File: src/rtl/uart_rx_fsm.sv
// uart_rx_fsm: UART receive controller with 2-flop sync, start qualification, 3-point majority sampling and parity check
//   clk, rst        : clock, synchronous active-high reset
//   baud_tick       : one-clk pulse at 16x baud
//   rx_in           : asynchronous serial line, idle high
//   parity_en/odd   : parity presence and sense, latched at start detection
//   sampled_bit     : majority vote of the most recent bit
//   stop_check_en   : one-clk pulse when sampled_bit holds the stop vote
//   rx_data/rx_valid: received word and its update pulse
//   parity_error    : parity result of the last frame
//   busy            : high outside IDLE
module uart_rx_fsm #(
   parameter int DATA_BITS  = 8,
   parameter int OVERSAMPLE = 16
) (
   input  logic                 clk,
   input  logic                 rst,
   input  logic                 baud_tick,
   input  logic                 rx_in,
   input  logic                 parity_en,
   input  logic                 parity_odd,
   output logic                 sampled_bit,
   output logic                 stop_check_en,
   output logic [DATA_BITS-1:0] rx_data,
   output logic                 rx_valid,
   output logic                 parity_error,
   output logic                 busy
);
   typedef enum logic [2:0] {IDLE, START, DATA, PARITY, STOP} state_t;
   localparam logic [3:0] LAST = 4'(DATA_BITS - 1);
   localparam logic [3:0] TOP  = 4'(OVERSAMPLE - 1);
   state_t               state;
   logic [1:0]           sync;
   logic [1:0]           smp;
   logic [3:0]           cnt;
   logic [3:0]           idx;
   logic [DATA_BITS-1:0] shreg;
   logic                 p_en;
   logic                 p_odd;
   logic                 perr;
   logic                 rx_s;
   logic                 vote;
   assign rx_s = sync[1];
   // third sample is taken live on the tick-9 edge
   assign vote = (smp[0] & smp[1]) | (smp[0] & rx_s) | (smp[1] & rx_s);
   assign busy = state != IDLE;
   always_ff @(posedge clk) begin
      if (rst) begin
         state         <= IDLE;
         sync          <= 2'b11;
         smp           <= 2'b11;
         cnt           <= 4'd0;
         idx           <= 4'd0;
         shreg         <= '0;
         p_en          <= 1'b0;
         p_odd         <= 1'b0;
         perr          <= 1'b0;
         sampled_bit   <= 1'b1;
         stop_check_en <= 1'b0;
         rx_data       <= '0;
         rx_valid      <= 1'b0;
         parity_error  <= 1'b0;
      end else begin
         sync          <= {sync[0], rx_in};
         stop_check_en <= 1'b0;
         rx_valid      <= 1'b0;
         if (baud_tick) begin
            if (state == IDLE) begin
               // the detecting tick is tick 0 of the start bit, so the next tick is tick 1
               if (!rx_s) begin
                  state <= START;
                  cnt   <= 4'd1;
                  idx   <= 4'd0;
                  p_en  <= parity_en;
                  p_odd <= parity_odd;
               end
            end else begin
               cnt <= cnt + 4'd1;
               if (cnt == 4'd7) smp[0] <= rx_s;
               if (cnt == 4'd8) smp[1] <= rx_s;
               if (cnt == 4'd9) sampled_bit <= vote;
               case (state)
                  START: begin
                     if (cnt == 4'd9 && vote) begin
                        state <= IDLE;
                        cnt   <= 4'd0;
                     end else if (cnt == TOP) state <= DATA;
                  end
                  DATA: begin
                     if (cnt == 4'd9) shreg <= {vote, shreg[DATA_BITS-1:1]};
                     if (cnt == TOP) begin
                        if (idx == LAST) state <= p_en ? PARITY : STOP;
                        else idx <= idx + 4'd1;
                     end
                  end
                  PARITY: begin
                     if (cnt == 4'd9) perr <= ((^shreg) ^ vote) != p_odd;
                     if (cnt == TOP) state <= STOP;
                  end
                  STOP: begin
                     // leave at the stop vote so a new start edge can land in the back half of the stop bit
                     if (cnt == 4'd9) begin
                        stop_check_en <= 1'b1;
                        rx_valid      <= 1'b1;
                        rx_data       <= shreg;
                        parity_error  <= p_en & perr;
                        state         <= IDLE;
                        cnt           <= 4'd0;
                     end
                  end
                  default: begin
                     state <= IDLE;
                     cnt   <= 4'd0;
                  end
               endcase
            end
         end
      end
   end
endmodule

File: config.mk
export PLATFORM = sky130hd
export DESIGN_NAME = uart_rx_fsm
export DESIGN_NICKNAME = d
export VERILOG_FILES = /design/src/rtl/uart_rx_fsm.sv
export SDC_FILE = /design/constraint.sdc
export NUM_CORES = 1
export LEC_CHECK = 0
export CAP_MARGIN = 20
export CORE_UTILIZATION = 40
export DETAILED_ROUTE_END_ITERATION = 7
export SYNTH_ARGS = -nofsm -noshare
export SYNTH_HDL_FRONTEND = slang
export SYNTH_SLANG_ARGS = --single-unit
export TNS_END_PERCENT = 10
File: constraint.sdc
create_clock -name clk -period 3.4 [get_ports clk]
set_input_delay 0.85 -clock clk [delete_from_list [all_inputs] [get_ports clk]]
set_output_delay 0.85 -clock clk [all_outputs]
set_load 0.01 [all_outputs]
# After elaboration in Yosys (flattened, before gate mapping)
# Index checks and enable logic that the tools add are counted.
# word_totals
regBits	37
input_bits	6
word_cells	83
# op_classes
n_addsub	2
eq_ne	17
muxes	21
bitwise_logic	11
reduce_logical	18
# op_table
operator	count
$mux W4	9
$mux W3	9
$eq A4 B4 Y1 const B	3
$ne A3 B3 Y1 const B	4
$pmux W3 S4	1
$pmux W4 S3	1
$reduce_and A3 Y1	4
$reduce_and A4 Y1	3
$add A4 B1 Y4 const B	2
$eq A4 B3 Y1 const B	2
$reduce_xor A8 Y1	1
$reduce_and A7 Y1	1
$eq A3 B2 Y1 const B	2
$reduce_and A5 Y1	1
$and A1 B1 Y1	4
$ne A2 B2 Y1 const B	2
$ne A4 B4 Y1 const B	1
$not A1 Y1	4
$reduce_bool A2 Y1	2
$reduce_or A4 Y1	1
$eq A3 B1 Y1 const B	1
$eq A3 B3 Y1 const B	1
$logic_not A3 Y1	1
$reduce_bool A3 Y1	1
7 further kinds	8

# Logic depth before layout (Yosys ltp)
# depth
ltp_word	7
mapped_depth	8

# Least setup slack after synthesis
# OpenSTA, ideal clock, no wires.
# synth_timing
path_type	input to register
from	in baud_tick
to	reg state[0]
setup_ns	0.121
arrival_time_ns	1.994
required_ns	3.279
setup_slack_ns	1.285
stages	4
path_cell_list	clkbuf_1 > o21ai_2 > nor4_2 > mux2_2
# synth_between
elab_chain_len	1
# synth_lines
item	line_no	source
from (decl)	17	input logic baud_tick,
$reduce_and A7 Y1 (no line)	-	
to (signal assigned)	91	if (idx == LAST) state <= p_en ? PARITY : STOP;
to (decl)	31	state_t state;
# No other way between the ends.
# A chain may end at the register's enable or synchronous reset.

# Final worst setup path
# layout_timing
from	reg state[0]
to	out busy
# layout_between
elab_chain_len	1
# layout_lines
item	line_no	source
$reduce_bool A3 Y1	45	assign busy = state != IDLE;
to (decl)	26	output logic busy
# No other way between the ends.

==> results.txt <==
- IO Count: 19
- After the first detailed-routing iteration, the DRC count stood at 103.
- The initial antenna violation count is 0.
- The clock period could shrink to 2690 ps.
- Slowest stage cell, crit path: sky130_fd_sc_hd__clkdlybuf4s50_1
- In this run the power density over the cells is 390 mW/mm^2.
* Data arrival time of the critical path: 1840 ps
* Total global routing track utilization: 0.162
* Number of warnings issued by yosys: 0
- Proportion of register bits with asynchronous set or reset after synthesis: 0
- The clock tree synthesis step divided the H-tree into 2 levels.
* Core footprint: 0.00435 sq mm
- After detailed routing, the number of remaining DRC violations is 0.
* # port buffers: 18
- Global Route met2 Usage: 0.237
* WL final: 3640 um
* Iteration count of the initial detailed-routing pass: 4
- Setup repair after global routing left no endpoint under its margin.
- Worst-case vdd ir drop: 0.190 mV
- Wire length per cell after detailed routing: 13.2 um
* Via Count: 1435
- After global routing the overflow that remains totals 0.
* Quantity of gates resized following cts: 0
* Initial Utilization: 0.416
- First-pass GRT wire length: 6200 um
* Layer with the highest usage after global routing: met2
- The via count of the first global-routing pass is 1342.
- Post-synthesis instance total: 207
* Critical path endpoint category: output port
- Utilization after layout: 0.484
* Final Max Slew Viols: 0
- The final layout contains 233 nets.
- CP max stage delay: 520 ps
- On the final layout, the worst clock skew is 5.94 ps.
- The critical path goes through nor3_2 -> inv_2 -> clkdlybuf4s50_1.
* Clock transition at path regs: 70 ps
- CTS tree: built
* Cell area after technology mapping: 0.00181 sq mm
- When the netlist entered floorplanning its net count stood at 217.
- Setup bufs post-CTS: 0
- TritonCTS Buffers: 5
- Maximum capacitance violations: 0
- For this design the static power due to leakage is 0.834 nW.
- Derived from the worst setup path, the maximum achievable clock frequency is 371 MHz.
- At the pin with the least slew margin, the transition time is 570 ps.
- Setup violations remaining at the end of the flow were counted as 0.
* Row count: 24
- Post-route setup TNS: 0 ps
- For the worst-skew pair, the clock arrives at the later sink with an insertion delay of 290 ps.
- Detail-routed via count per cell: 5.20
* Commonest cells after routing, fill and taps aside: sky130_fd_sc_hd__dfxtp_1, sky130_fd_sc_hd__nand2_1, sky130_fd_sc_hd__a21oi_1
- Area growth from synthesis to layout: 16.4%
- The share of the Yosys chip area taken by registers is 0.409.
- Startpoint type of the worst setup path: flip-flop
* EDFF count, synth: 0
* Clock net sink count: 37
- The tree is rooted in a sky130_fd_sc_hd__clkbuf_8.
- For the worst setup path, the data required time is 2550 ps.
- In this run the tightest slew margin relative to its limit is 0.618.
- Crit Path Category: reg -> out
- Overall power consumption: 0.000822 W
- Area of the die: 0.00480 sq mm
- Detailed placement ended at an HPWL of 2540 um.
- Die extent in y: 69.3 um
- Hold_buf cts: 0
- Maximum number of pins on one net before global-route repair: 17
* Critical path fanouts, max: 11
- Syn Area/Cell: 8.75 sq um
- Overall die width: 69.3 um
- The kind of cell with the highest combined delay along the critical path is buffers and inverters.
* Most common library cell in the layout ignoring fill and taps: sky130_fd_sc_hd__dfxtp_1
- For this run, global-route usage on met1 was measured as 0.228.
- Count of state elements after synthesis: 37
- Critical path buffers and inverters: 2
- Final hold violations: 0
* Number of antenna-violating nets in the routed design: 0
- Cell variety after synth: 47
- Among all flip-flop cells after synthesis, the most frequent one is sky130_fd_sc_hd__dfxtp_1.
- For met3 alone, demand over resource in global routing was 0.0349.
- Layout cell share with drive strength beyond 1: 0.0982
- Ant diodes: 0
- Dividing the final minimum period by the clock period gives 0.792.
* Maximum root-to-sink buffer count: 2
* Weighted congestion at the end of routability-driven global placement: 0.801
* Status: finished clean
- Hold/Removal Path Class: reg -> reg
-- area by class of cell --
class	instances	area [sq um]
clock buffers	6	82.6
repair buffers	21	203
fillers	410	2250
multi-input cells	149	968
inverters	9	33.8
well taps	52	65.1
flip-flops and latches	37	741
clock inverters	2	13.8
-- report_power, final --
part	internal, W	switching [W]
combinational	0.0000231	0.0000336
sequential	0.000438	0.00000650
clock	0.000164	0.000157
-- cells by family (layout without fill, tap and decap cells) --
logic type | after synthesis | in the layout | share of synthesized area
fa+ha+maj | 5 | 5 | 0.0332
flops | 37 | 37 | 0.409
xor+xnor | 8 | 8 | 0.0463
buf+inv | 21 | 38 | 0.0560
compound gates | 40 | 40 | 0.131
mux | 15 | 15 | 0.0843
simple gates | 81 | 81 | 0.240
-- worst reg2reg max path, stage by stage, from the launching register on --
cell and delay, ps:
sky130_fd_sc_hd__dfxtp_1 540, sky130_fd_sc_hd__nor3_2 160, sky130_fd_sc_hd__inv_2 180, sky130_fd_sc_hd__o21ai_2 150, sky130_fd_sc_hd__nor4_2 470, sky130_fd_sc_hd__mux2_2 380
-- final timing paths --
kind	depth (start not counted)	slack, ps	from	endpoint
min	1	420	sync[0]$_SDFF_PP1_	sync[1]$_SDFF_PP1_
max	3	710	state[0]$_SDFFE_PP0P_	busy
min reg2reg	1	420	sync[0]$_SDFF_PP1_	sync[1]$_SDFF_PP1_
max reg2reg	5	1410	state[0]$_SDFFE_PP0P_	state[2]$_SDFFE_PP0P_
-- state kept, by name, indices dropped and copies added, names as in the netlist, 2 cells and up --
register / cells
sync: 2
state: 3
smp: 2
cnt: 4
rx_data: 8
idx: 4
shreg: 8
-- synthesized netlist by cell type (2+ instances only) --
master / count / area share
sky130_fd_sc_hd__a21oi_1: 19 / 0.053
sky130_fd_sc_hd__a31oi_1: 3 / 0.010
sky130_fd_sc_hd__and3b_1: 2 / 0.0097
sky130_fd_sc_hd__buf_4: 2 / 0.0083
sky130_fd_sc_hd__buf_6: 2 / 0.012
sky130_fd_sc_hd__clkbuf_1: 8 / 0.017
sky130_fd_sc_hd__dfxtp_1: 37 / 0.41
sky130_fd_sc_hd__ha_1: 4 / 0.028
sky130_fd_sc_hd__inv_1: 8 / 0.017
sky130_fd_sc_hd__mux2_2: 2 / 0.012
sky130_fd_sc_hd__mux2i_1: 13 / 0.072
sky130_fd_sc_hd__nand2_1: 22 / 0.046
sky130_fd_sc_hd__nand3_1: 14 / 0.039
sky130_fd_sc_hd__nand4_1: 2 / 0.0069
sky130_fd_sc_hd__nor2_1: 16 / 0.033
sky130_fd_sc_hd__nor2b_1: 3 / 0.010
sky130_fd_sc_hd__nor3_1: 3 / 0.0083
sky130_fd_sc_hd__nor3b_1: 2 / 0.0083
sky130_fd_sc_hd__o211ai_1: 3 / 0.012
sky130_fd_sc_hd__o21ai_0: 6 / 0.017
sky130_fd_sc_hd__o31ai_1: 2 / 0.0083
sky130_fd_sc_hd__or2_2: 2 / 0.0069
sky130_fd_sc_hd__or2b_1: 2 / 0.0083
sky130_fd_sc_hd__or4_1: 2 / 0.0083
sky130_fd_sc_hd__xnor2_1: 6 / 0.029
-- metal layers --
metal / routed length [um] / vias up
li1: - / 755
met4: 70 / 0
met5: 0 / -
met1: 1930 / 656
met3: 98 / 7
met2: 1540 / 17
-- per-stage QoR --
stage / instances / setup WS [ps] / hold WS [ps] / cell area [sq um]
global route: 276 / 620 / 425 / 2110
detailed placement: 268 / 734 / 400 / 2010
CTS: 276 / 709 / 420 / 2110
floorplan: 207 / 1290 / 389 / 1810
finish: 276 / 706 / 416 / 2110
global placement: 268 / 804 / 392 / 2010
(Power assumes the default switching activity.)
